## config.mk

```make
export PLATFORM = sky130hd
export DESIGN_NAME = uart_seq_trig_flat
export DESIGN_NICKNAME = d
export VERILOG_FILES = /design/src/rtl/uart_seq_trig_if.sv /design/src/rtl/uart_seq_trig.sv /design/src/flat_wrapper.sv
export SDC_FILE = /design/constraint.sdc
export NUM_CORES = 1
export LEC_CHECK = 0
export CAP_MARGIN = 25
export CORE_MARGIN = 10
export CORE_UTILIZATION = 43
export CTS_CLUSTER_SIZE = 40
export DETAILED_ROUTE_END_ITERATION = 7
export PLACE_DENSITY_LB_ADDON = 0.15
export SETUP_SLACK_MARGIN = 0.4
export SYNTH_ARGS = -nofsm -noshare
export SYNTH_HDL_FRONTEND = slang
export SYNTH_SLANG_ARGS = --single-unit
```

## constraint.sdc

```tcl
create_clock -name clk -period 2.14 [get_ports clk]
set_input_delay 0.428 -clock clk [delete_from_list [all_inputs] [get_ports clk]]
set_output_delay 0.428 -clock clk [all_outputs]
set_load 0.05 [all_outputs]
```

## src/rtl/uart_seq_trig_if.sv

```systemverilog
// uart_seq_trig_if: configuration and result bundle of the UART sequence trigger.
//   master : trigger-path controller; drives enable, baud, sequence configuration
//            and trig_clr; observes the trigger, received word and matcher state.
//   slave  : uart_seq_trig itself.
// Signals:
//   en, baud_cnt, seq_len, match_vec, mask_vec, trig_clr  (master -> slave)
//   UARTtrig, rx_data, rx_rdy, seq_idx                     (slave -> master)
interface uart_seq_trig_if #(
  parameter int DATA_W  = 8,
  parameter int SEQ_LEN = 4,
  parameter int BAUD_W  = 16
);
  localparam int IDX_W = $clog2(SEQ_LEN) + 1;

  logic                        en;
  logic [BAUD_W-1:0]           baud_cnt;
  logic [IDX_W-1:0]            seq_len;
  logic [SEQ_LEN*DATA_W-1:0]   match_vec;
  logic [SEQ_LEN*DATA_W-1:0]   mask_vec;
  logic                        trig_clr;
  logic                        UARTtrig;
  logic [DATA_W-1:0]           rx_data;
  logic                        rx_rdy;
  logic [IDX_W-1:0]            seq_idx;

  modport master (
    output en, baud_cnt, seq_len, match_vec, mask_vec, trig_clr,
    input  UARTtrig, rx_data, rx_rdy, seq_idx
  );

  modport slave (
    input  en, baud_cnt, seq_len, match_vec, mask_vec, trig_clr,
    output UARTtrig, rx_data, rx_rdy, seq_idx
  );
endinterface

```

## src/rtl/uart_seq_trig.sv

```systemverilog
// uart_seq_trig: UART receiver (8N1-style, DATA_W data bits, LSB first, no
// parity) followed by a sequence matcher over up to SEQ_LEN consecutive words,
// each with its own match value and don't-care mask. A complete sequence sets
// the sticky UARTtrig, which feeds the protocol-trigger AND term.
// Ports:
//   clk    system clock
//   rst_n  asynchronous active-low reset
//   RX     raw capture line, asynchronous to clk
//   bus    uart_seq_trig_if.slave (configuration in, trigger/data/status out)
module uart_seq_trig #(
  parameter int DATA_W  = 8,
  parameter int SEQ_LEN = 4,
  parameter int BAUD_W  = 16
) (
  input  logic           clk,
  input  logic           rst_n,
  input  logic           RX,
  uart_seq_trig_if.slave bus
);

  localparam int IDX_W = $clog2(SEQ_LEN) + 1;
  localparam int BIT_W = $clog2(DATA_W + 1);

  typedef enum logic [2:0] {IDLE, START, DATA, STOP, BREAK} state_t;

  state_t            state_r;
  logic              rx_meta_r;
  logic              rx_sync_r;
  logic              rx_prev_r;
  logic [BAUD_W-1:0] cnt_r;
  logic [BIT_W-1:0]  bit_cnt_r;
  logic [DATA_W-1:0] shift_r;
  logic [DATA_W-1:0] rx_data_r;
  logic              rx_rdy_r;
  logic [IDX_W-1:0]  seq_idx_r;
  logic              trig_r;

  logic [BAUD_W-1:0] eb_s;
  logic [BAUD_W-1:0] half_s;
  logic              cnt_exp_s;
  logic [IDX_W-1:0]  len_s;
  logic [IDX_W-1:0]  idx_plus_s;
  logic              match0_s;
  logic              match_cur_s;
  logic              set_trig_s;
  logic [IDX_W-1:0]  idx_nxt_s;

  // Masked compare: bits with mask=1 are ignored.
  function automatic logic word_match(input logic [DATA_W-1:0] w,
                                      input logic [DATA_W-1:0] m,
                                      input logic [DATA_W-1:0] k);
    return ((w & ~k) == (m & ~k));
  endfunction

  // Two-flop synchroniser plus one history flop for falling-edge detection.
  always_ff @(posedge clk or negedge rst_n) begin
    if (!rst_n) begin
      rx_meta_r <= 1'b1;
      rx_sync_r <= 1'b1;
      rx_prev_r <= 1'b1;
    end else begin
      rx_meta_r <= RX;
      rx_sync_r <= rx_meta_r;
      rx_prev_r <= rx_sync_r;
    end
  end

  // Effective bit period, clamped length and next matcher state for the word in shift_r.
  always_comb begin
    eb_s        = bus.baud_cnt;
    len_s       = bus.seq_len;
    match_cur_s = 1'b0;
    set_trig_s  = 1'b0;
    idx_nxt_s   = '0;
    if (bus.baud_cnt < BAUD_W'(2)) begin
      eb_s = BAUD_W'(2);
    end else begin
      eb_s = bus.baud_cnt;
    end
    half_s    = eb_s >> 1;
    // "<= 1" rather than "== 1" so a counter left at 0 by a live baud change still expires.
    cnt_exp_s = (cnt_r <= BAUD_W'(1));
    if (bus.seq_len == IDX_W'(0)) begin
      len_s = IDX_W'(1);
    end else if (bus.seq_len > IDX_W'(SEQ_LEN)) begin
      len_s = IDX_W'(SEQ_LEN);
    end else begin
      len_s = bus.seq_len;
    end
    match0_s = word_match(shift_r, bus.match_vec[0 +: DATA_W], bus.mask_vec[0 +: DATA_W]);
    for (int k = 0; k < SEQ_LEN; k++) begin
      if (seq_idx_r == IDX_W'(k)) begin
        match_cur_s = word_match(shift_r, bus.match_vec[k*DATA_W +: DATA_W],
                                 bus.mask_vec[k*DATA_W +: DATA_W]);
      end else begin
        match_cur_s = match_cur_s;
      end
    end
    idx_plus_s = seq_idx_r + IDX_W'(1);
    if (match_cur_s) begin
      // ">=" keeps the matcher sane if seq_len shrinks below the current index.
      if (idx_plus_s >= len_s) begin
        set_trig_s = 1'b1;
        idx_nxt_s  = '0;
      end else begin
        idx_nxt_s  = idx_plus_s;
      end
    end else if (match0_s) begin
      if (len_s == IDX_W'(1)) begin
        set_trig_s = 1'b1;
        idx_nxt_s  = '0;
      end else begin
        idx_nxt_s  = IDX_W'(1);
      end
    end else begin
      idx_nxt_s = '0;
    end
  end

  // Receiver FSM, matcher state and registered outputs.
  always_ff @(posedge clk or negedge rst_n) begin
    if (!rst_n) begin
      state_r   <= IDLE;
      cnt_r     <= '0;
      bit_cnt_r <= '0;
      shift_r   <= '0;
      rx_data_r <= '0;
      rx_rdy_r  <= 1'b0;
      seq_idx_r <= '0;
      trig_r    <= 1'b0;
    end else begin
      rx_rdy_r <= 1'b0;
      if (bus.trig_clr) begin
        trig_r <= 1'b0;
      end
      if (!bus.en) begin
        state_r   <= IDLE;
        seq_idx_r <= '0;
        cnt_r     <= '0;
        bit_cnt_r <= '0;
      end else begin
        case (state_r)
          IDLE: begin
            if (rx_prev_r && !rx_sync_r) begin
              cnt_r   <= half_s;
              state_r <= START;
            end
          end
          START: begin
            if (cnt_exp_s) begin
              if (!rx_sync_r) begin
                cnt_r     <= eb_s;
                bit_cnt_r <= '0;
                state_r   <= DATA;
              end else begin
                state_r   <= IDLE;
              end
            end else begin
              cnt_r <= cnt_r - BAUD_W'(1);
            end
          end
          DATA: begin
            if (cnt_exp_s) begin
              shift_r   <= {rx_sync_r, shift_r[DATA_W-1:1]};
              cnt_r     <= eb_s;
              bit_cnt_r <= bit_cnt_r + BIT_W'(1);
              if (bit_cnt_r == BIT_W'(DATA_W - 1)) begin
                state_r <= STOP;
              end
            end else begin
              cnt_r <= cnt_r - BAUD_W'(1);
            end
          end
          STOP: begin
            if (cnt_exp_s) begin
              if (rx_sync_r) begin
                rx_data_r <= shift_r;
                rx_rdy_r  <= 1'b1;
                seq_idx_r <= idx_nxt_s;
                // Placed after the trig_clr clear so a completing match wins.
                if (set_trig_s) begin
                  trig_r <= 1'b1;
                end
                state_r <= IDLE;
              end else begin
                seq_idx_r <= '0;
                state_r   <= BREAK;
              end
            end else begin
              cnt_r <= cnt_r - BAUD_W'(1);
            end
          end
          BREAK: begin
            if (rx_sync_r) begin
              state_r <= IDLE;
            end
          end
          default: begin
            state_r <= IDLE;
          end
        endcase
      end
    end
  end

  assign bus.UARTtrig = trig_r;
  assign bus.rx_data  = rx_data_r;
  assign bus.rx_rdy   = rx_rdy_r;
  assign bus.seq_idx  = seq_idx_r;

endmodule

```

## src/flat_wrapper.sv

```systemverilog
// flat-port wrapper written by rule: the top's interface ports become plain ports
module uart_seq_trig_flat 
#(
  parameter int DATA_W  = 8,
  parameter int SEQ_LEN = 4,
  parameter int BAUD_W  = 16
)
  (clk, rst_n, RX, bus_en, bus_baud_cnt, bus_seq_len, bus_match_vec, bus_mask_vec, bus_trig_clr, bus_UARTtrig, bus_rx_data, bus_rx_rdy, bus_seq_idx);
  uart_seq_trig_if #(.DATA_W(DATA_W), .SEQ_LEN(SEQ_LEN), .BAUD_W(BAUD_W)) bus_i ();
  input  logic clk;
  input  logic rst_n;
  input  logic RX;
  input wire logic [$bits(bus_i.en)-1:0] bus_en;
  input wire logic [$bits(bus_i.baud_cnt)-1:0] bus_baud_cnt;
  input wire logic [$bits(bus_i.seq_len)-1:0] bus_seq_len;
  input wire logic [$bits(bus_i.match_vec)-1:0] bus_match_vec;
  input wire logic [$bits(bus_i.mask_vec)-1:0] bus_mask_vec;
  input wire logic [$bits(bus_i.trig_clr)-1:0] bus_trig_clr;
  output wire logic [$bits(bus_i.UARTtrig)-1:0] bus_UARTtrig;
  output wire logic [$bits(bus_i.rx_data)-1:0] bus_rx_data;
  output wire logic [$bits(bus_i.rx_rdy)-1:0] bus_rx_rdy;
  output wire logic [$bits(bus_i.seq_idx)-1:0] bus_seq_idx;
  assign bus_i.en = bus_en;
  assign bus_i.baud_cnt = bus_baud_cnt;
  assign bus_i.seq_len = bus_seq_len;
  assign bus_i.match_vec = bus_match_vec;
  assign bus_i.mask_vec = bus_mask_vec;
  assign bus_i.trig_clr = bus_trig_clr;
  assign bus_UARTtrig = bus_i.UARTtrig;
  assign bus_rx_data = bus_i.rx_data;
  assign bus_rx_rdy = bus_i.rx_rdy;
  assign bus_seq_idx = bus_i.seq_idx;
  uart_seq_trig #(.DATA_W(DATA_W), .SEQ_LEN(SEQ_LEN), .BAUD_W(BAUD_W)) u_core (.clk(clk), .rst_n(rst_n), .RX(RX), .bus(bus_i));
endmodule
```

# Word level (Yosys, flattened, before mapping)
# Index checks and enable logic that the tools add are counted.
# classes
muxes,51
bitwise_logic,12
n_eq_ne,26
n_reduce_logical,11
order_cmp,4
add_sub_neg,3
# ops
cell,count
$mux 16,7
$and 8x8->8,8
$pmux 16 s4,1
$mux 3,16
$eq 8x8->1,4
$not 8->8,4
$mux 1,20
$ne 3x2->1 const B,6
$le 16x1->1 const B,1
$lt 16x2->1 const B,1
$mux 4,4
$sub 16x1->16 const B,1
$pmux 3 s5,1
$eq 3x2->1 const B,4
$reduce_and 4->1,3
$eq 3x1->1 const B,3
$logic_not 3->1,3
$pmux 4 s2,1
$ne 3x3->1 const B,2
$reduce_and 6->1,1
$ne 5x1->1 const B,1
$add 4x1->4 const B,1
$eq 4x3->1 const B,1
$ne 2x1->1 const B,2
other kinds (11),11
# word_totals
elab_cells,118
output_inout_bits,13
in_bits,88
reg_bits,47

# Logic depth before layout (Yosys ltp)
# logic_depth
ltp_word,13
depth_mapped,9

# Worst setup path before layout
# No wires, ideal clock.
# synth_path
kind,register -> register
start,register u_core.seq_idx_r[0] (netlist: u_core.bus.seq_idx[0])
end,register u_core.seq_idx_r[0] (netlist: u_core.bus.seq_idx[0])
arrival_time_ns,2.195
period_less_slack_ns,2.265
path_buffers,0
path_slack_ns,-0.125
path_stages_with_launch,9
path_cell_list,dfrtp_1 -> inv_1 -> ha_1 -> ha_1 -> a21o_1 -> a21o_1 -> nor4_1 -> o311ai_0 -> nand3_1
# synth_via
elab_chain_cells,10
word_cells_on_any_way,16
classes_between,add/sub (1); order compare (1); eq/ne (3); mux (10); reduce/logical (1)
# synth_rtl
item,line_no,text
"start, declared",uart_seq_trig.sv:35,logic [IDX_W-1:0] seq_idx_r;
"start signal, assigned",uart_seq_trig.sv:179,seq_idx_r <= idx_nxt_s;
"parallel branches: the longest is 5 deep, another holds $add 3x1->3",n/a,
$mux 3 (*),uart_seq_trig.sv:100,if (match_cur_s) begin
$mux 3 (*),uart_seq_trig.sv:176,if (rx_sync_r) begin
$mux 3 (*),uart_seq_trig.sv:175,if (cnt_exp_s) begin
$mux 3 (*),uart_seq_trig.sv:142,case (state_r)
$mux 3 (*),uart_seq_trig.sv:136,if (!bus.en) begin
# Every way passes the cells marked *. The select of a mux whose other input is x is not followed.
# A chain may end at the register's enable or synchronous reset.

# Final worst setup path
# layout_path
start,register u_core.cnt_r[5]
end,register u_core.cnt_r[7]
# layout_via
elab_chain_cells,4
word_cells_on_any_way,10
classes_between,add/sub (1); order compare (1); eq/ne (2); mux (5); reduce/logical (1)
# layout_rtl
item,line_no,text
"start, declared",uart_seq_trig.sv:30,logic [BAUD_W-1:0] cnt_r;
"start signal, assigned",uart_seq_trig.sv:145,cnt_r <= half_s;
"start signal, assigned",uart_seq_trig.sv:152,cnt_r <= eb_s;
"start signal, assigned",uart_seq_trig.sv:159,cnt_r <= cnt_r - BAUD_W'(1);
$sub 16x1->16 or $le 16x1->1 (tied branches),n/a,
"$mux 16, on equally long branches","uart_seq_trig.sv:175, uart_seq_trig.sv:150, uart_seq_trig.sv:163",
$pmux 16 s4,uart_seq_trig.sv:142,
$mux 16,uart_seq_trig.sv:136,
# Several ways; a longest one is shown, not always the timed one. The select of a mux whose other input is x is not followed.

==> flow_metrics.env <==
export IMPL_run_status="finished with violations"
export IMPL_violations="negative setup slack"
export IMPL_io_buffers=100
export IMPL_grt_pass1_wl_um=18740
export IMPL_grt_pass1_vias=3662
export IMPL_die_h_um=107.5
export IMPL_intPower_mw=2.058
export IMPL_design_core_area_um2=7331
export IMPL_grt_remaining_overflow=0
export IMPL_fmaxAchievable_mhz=448.7
export IMPL_drt_iter0_drc=269
export IMPL_ys_seq_elements=47
export IMPL_critical_path_class="reg -> reg"
export IMPL_ant_nets=0
export IMPL_min_period_over_period_pct=104.1
export IMPL_cp_required_ns=2.31
export IMPL_syn_num_nets=468
export IMPL_cap_violations=0
export IMPL_most_common_layout_cells="clkdlybuf4s50_1 (83), buf_4 (55), nand2_1 (38), dfrtp_1 (35), xnor2_1 (32)"
export IMPL_rsz0062_at_grt="true"
export IMPL_pin_count=101
export IMPL_hold_ws_ns=0.009028
export IMPL_worstMarginPinSlew_ns=0.6368
export IMPL_fp_dieW_um=107.5
export IMPL_netlist_instances=369
export IMPL_stdcell_count=629
export IMPL_htree_num_levels=2
export IMPL_synth_edf_count=0
export IMPL_power_density_nw_per_um2=572.6
export IMPL_diodes=0
export IMPL_p_leak_nw=2.319
export IMPL_start_util_pct=44.89
export IMPL_dominantRegCellSynth="dfrtp_1"
export IMPL_dp_cells=596
export IMPL_drive_gt1_share_pct=31.89
export IMPL_finalWeightedCongestion=0.8936
export IMPL_setup_viol=19
export IMPL_antenna_found_initial=0
export IMPL_cts_tree="done"
export IMPL_pwr_share_clk_pct=22.2
export IMPL_dpl_hpwl_um=8878
export IMPL_final_max_slew_viol_count=0
export IMPL_hp_class="in -> async"
export IMPL_ys_seq_area_share_pct=35.86
export IMPL_clkSinkCount=47
export IMPL_design_area_um2=5439
export IMPL_async_flop_share_pct=100.0
export IMPL_layout_commonest_cell="clkdlybuf4s50_1"
export IMPL_dieArea_um2=11550
export IMPL_drc=0
export IMPL_period_minus_slack_ns=2.229
export IMPL_wire_per_inst_um=19.26
export IMPL_setup_ws_ns=-0.08876
export IMPL_combPwrFrac_pct=46.0
export IMPL_routed_via_density=5.655
export IMPL_slew_headroom_pct=57.10
export IMPL_vias=3557
export IMPL_ys_warn_count=0
export IMPL_finClkSkew_ns=0.007874
export IMPL_ys_types=59
export IMPL_switchingPower_mw=1.057
export IMPL_syn_avg_cell_area_um2=8.918
export IMPL_p_sw_share_pct=33.93
export IMPL_syn_area_um2=3291
export IMPL_cp_arrival_ns=2.40
export IMPL_worstPathMaxFanout=7
export IMPL_cts_root_buf="clkbuf_8"
export IMPL_pwr_share_seq_pct=31.7
export IMPL_finalHoldViolations=0
export IMPL_cts_buffers=5
export IMPL_power_mw=3.114
export IMPL_num_rows=31
export IMPL_wl_um=12110
export IMPL_cp_start_kind="flop"
export IMPL_end_kind="flop"
export IMPL_irDropWorstVdd_v=0.0005103
export IMPL_fin_nets=628
export IMPL_cts_path_max_buffers=2
export IMPL_clk_pin_slew_ns=0.09
export IMPL_clock_latency_ns=0.30
export IMPL_grtUsageTotal_pct=19.80
export IMPL_syn_to_final_growth_pct=65.29
export IMPL_placed_area_um2=4805
export IMPL_grt_max_degree=34
export IMPL_dr_pass1_iters=5
## final cells by class
| cell class | instances | area (um^2) |
|---|---|---|
| clock buffer | 6 | 82.58 |
| clock inverter | 2 | 38.79 |
| fill | 500 | 1892 |
| inverter | 16 | 60.06 |
| multi-input combinational | 286 | 2335 |
| sequential | 47 | 1191 |
| tap | 99 | 123.9 |
| timing repair buffer | 173 | 1608 |
## per-layer routing
layer  routed length, um  GRT usage [%]
met1                5324          24.77
met2                5696          33.39
met3                 900          4.371
met4                 190          5.439
met5                   0              0
## sequential cells by signal (all words and copies together) (netlist names)
name / cells
u_core.bit_cnt_r: 4
u_core.bus.UARTtrig: 1
u_core.bus.rx_data: 8
u_core.bus.rx_rdy: 1
u_core.bus.seq_idx: 3
u_core.cnt_r: 16
u_core.rx_meta_r: 1
u_core.rx_prev_r: 1
u_core.rx_sync_r: 1
u_core.shift_r: 8
u_core.state_r: 3
## critical path, cell delays in order, from the launching register on
cell	delay (ns)
dfrtp_1	0.41
nor4_4	0.38
nand3_2	0.19
or2_4	0.33
buf_6	0.13
o211ai_1	0.27
buf_4	0.18
buf_6	0.13
o22ai_1	0.08
## power by group through the flow
stage / combinational, mW / clock (mW) / sequential (mW)
2_1_floorplan: 0.681 / 0 / 0.999
3_5_place_dp: 1.19 / 0 / 1.01
5_1_grt: 1.55 / 0.736 / 0.996
3_3_place_gp: 1.17 / 0 / 1.00
4_1_cts: 1.30 / 0.707 / 0.989
6_report: 1.43 / 0.692 / 0.988
## per-stage QoR
step                utilization (%)   TNS [ns]  setup slack (ns)
floorplan                         -          0           0.05961
global placement              65.54     -1.472           -0.3743
detailed placement            65.54     -1.811           -0.3442
CTS                           70.64  -0.007556         -0.007556
global route                  74.19     -2.886           -0.1706
finish                        74.19     -1.050          -0.08876
## what timing repair did
item                                   in CTS  in global routing
setup buffers                              10                 13
hold buffers                                0                  0
endpoints found under the hold margin       0                  0
pin swaps                                  29                 19
cloned                                      1                  1
gates resized for setup                    62                 40
setup endpoints to repair                  56                 45
## cells by family (layout without fill, tap and decap cells)
logic type | count (synthesis) | count (layout) | synth area share, %
multiplexers | 11 | 11 | 3.764
adder cells (fa/ha/maj) | 11 | 11 | 4.182
XOR/XNOR | 34 | 34 | 9.050
flip-flops | 47 | 47 | 35.86
AND/OR/NAND/NOR | 132 | 133 | 21.03
buffers and inverters | 37 | 197 | 4.867
AO/OA/AOI/OAI | 97 | 97 | 21.26
## cells in the mapped netlist (all sizes together), types with 5 or more instances
| cell | n | area share [%] |
|---|---|---|
| nand3 | 6 | 1.1 |
| nor3 | 12 | 2.3 |
| nor2b | 6 | 1.1 |
| mux2 | 11 | 3.8 |
| buf | 7 | 1.4 |
| nor4 | 10 | 2.8 |
| nor2 | 23 | 2.6 |
| nand2 | 49 | 5.6 |
| ha | 11 | 4.2 |
| o22ai | 18 | 3.4 |
| dfrtp | 44 | 33 |
| a222oi | 9 | 2.7 |
| a22o | 5 | 1.3 |
| a21oi | 6 | 0.91 |
| inv | 16 | 1.8 |
| o21ai | 24 | 3.8 |
| nor3b | 5 | 1.1 |
| clkbuf | 14 | 1.6 |
| xnor2 | 33 | 8.8 |
| o2bb2ai | 8 | 2.1 |
## path summary, 6_finish.rpt
path | from | to | slack [ns] | cells after the start
worst max-delay path | u_core.cnt_r[5] | u_core.cnt_r[7] | -0.09 | 8
worst min register to register | u_core.rx_meta_r | u_core.rx_sync_r | 0.36 | 0
worst min-delay path | rst_n | u_core.state_r[0] | 0.009 | 1
max in group asynchronous | rst_n | u_core.bus.seq_idx[2] | 1.63 | 2
worst max register to register | u_core.cnt_r[5] | u_core.cnt_r[7] | -0.09 | 8
min in group clk | u_core.rx_meta_r | u_core.rx_sync_r | 0.36 | 0
No activity file was read; power rests on OpenSTA's default activity.
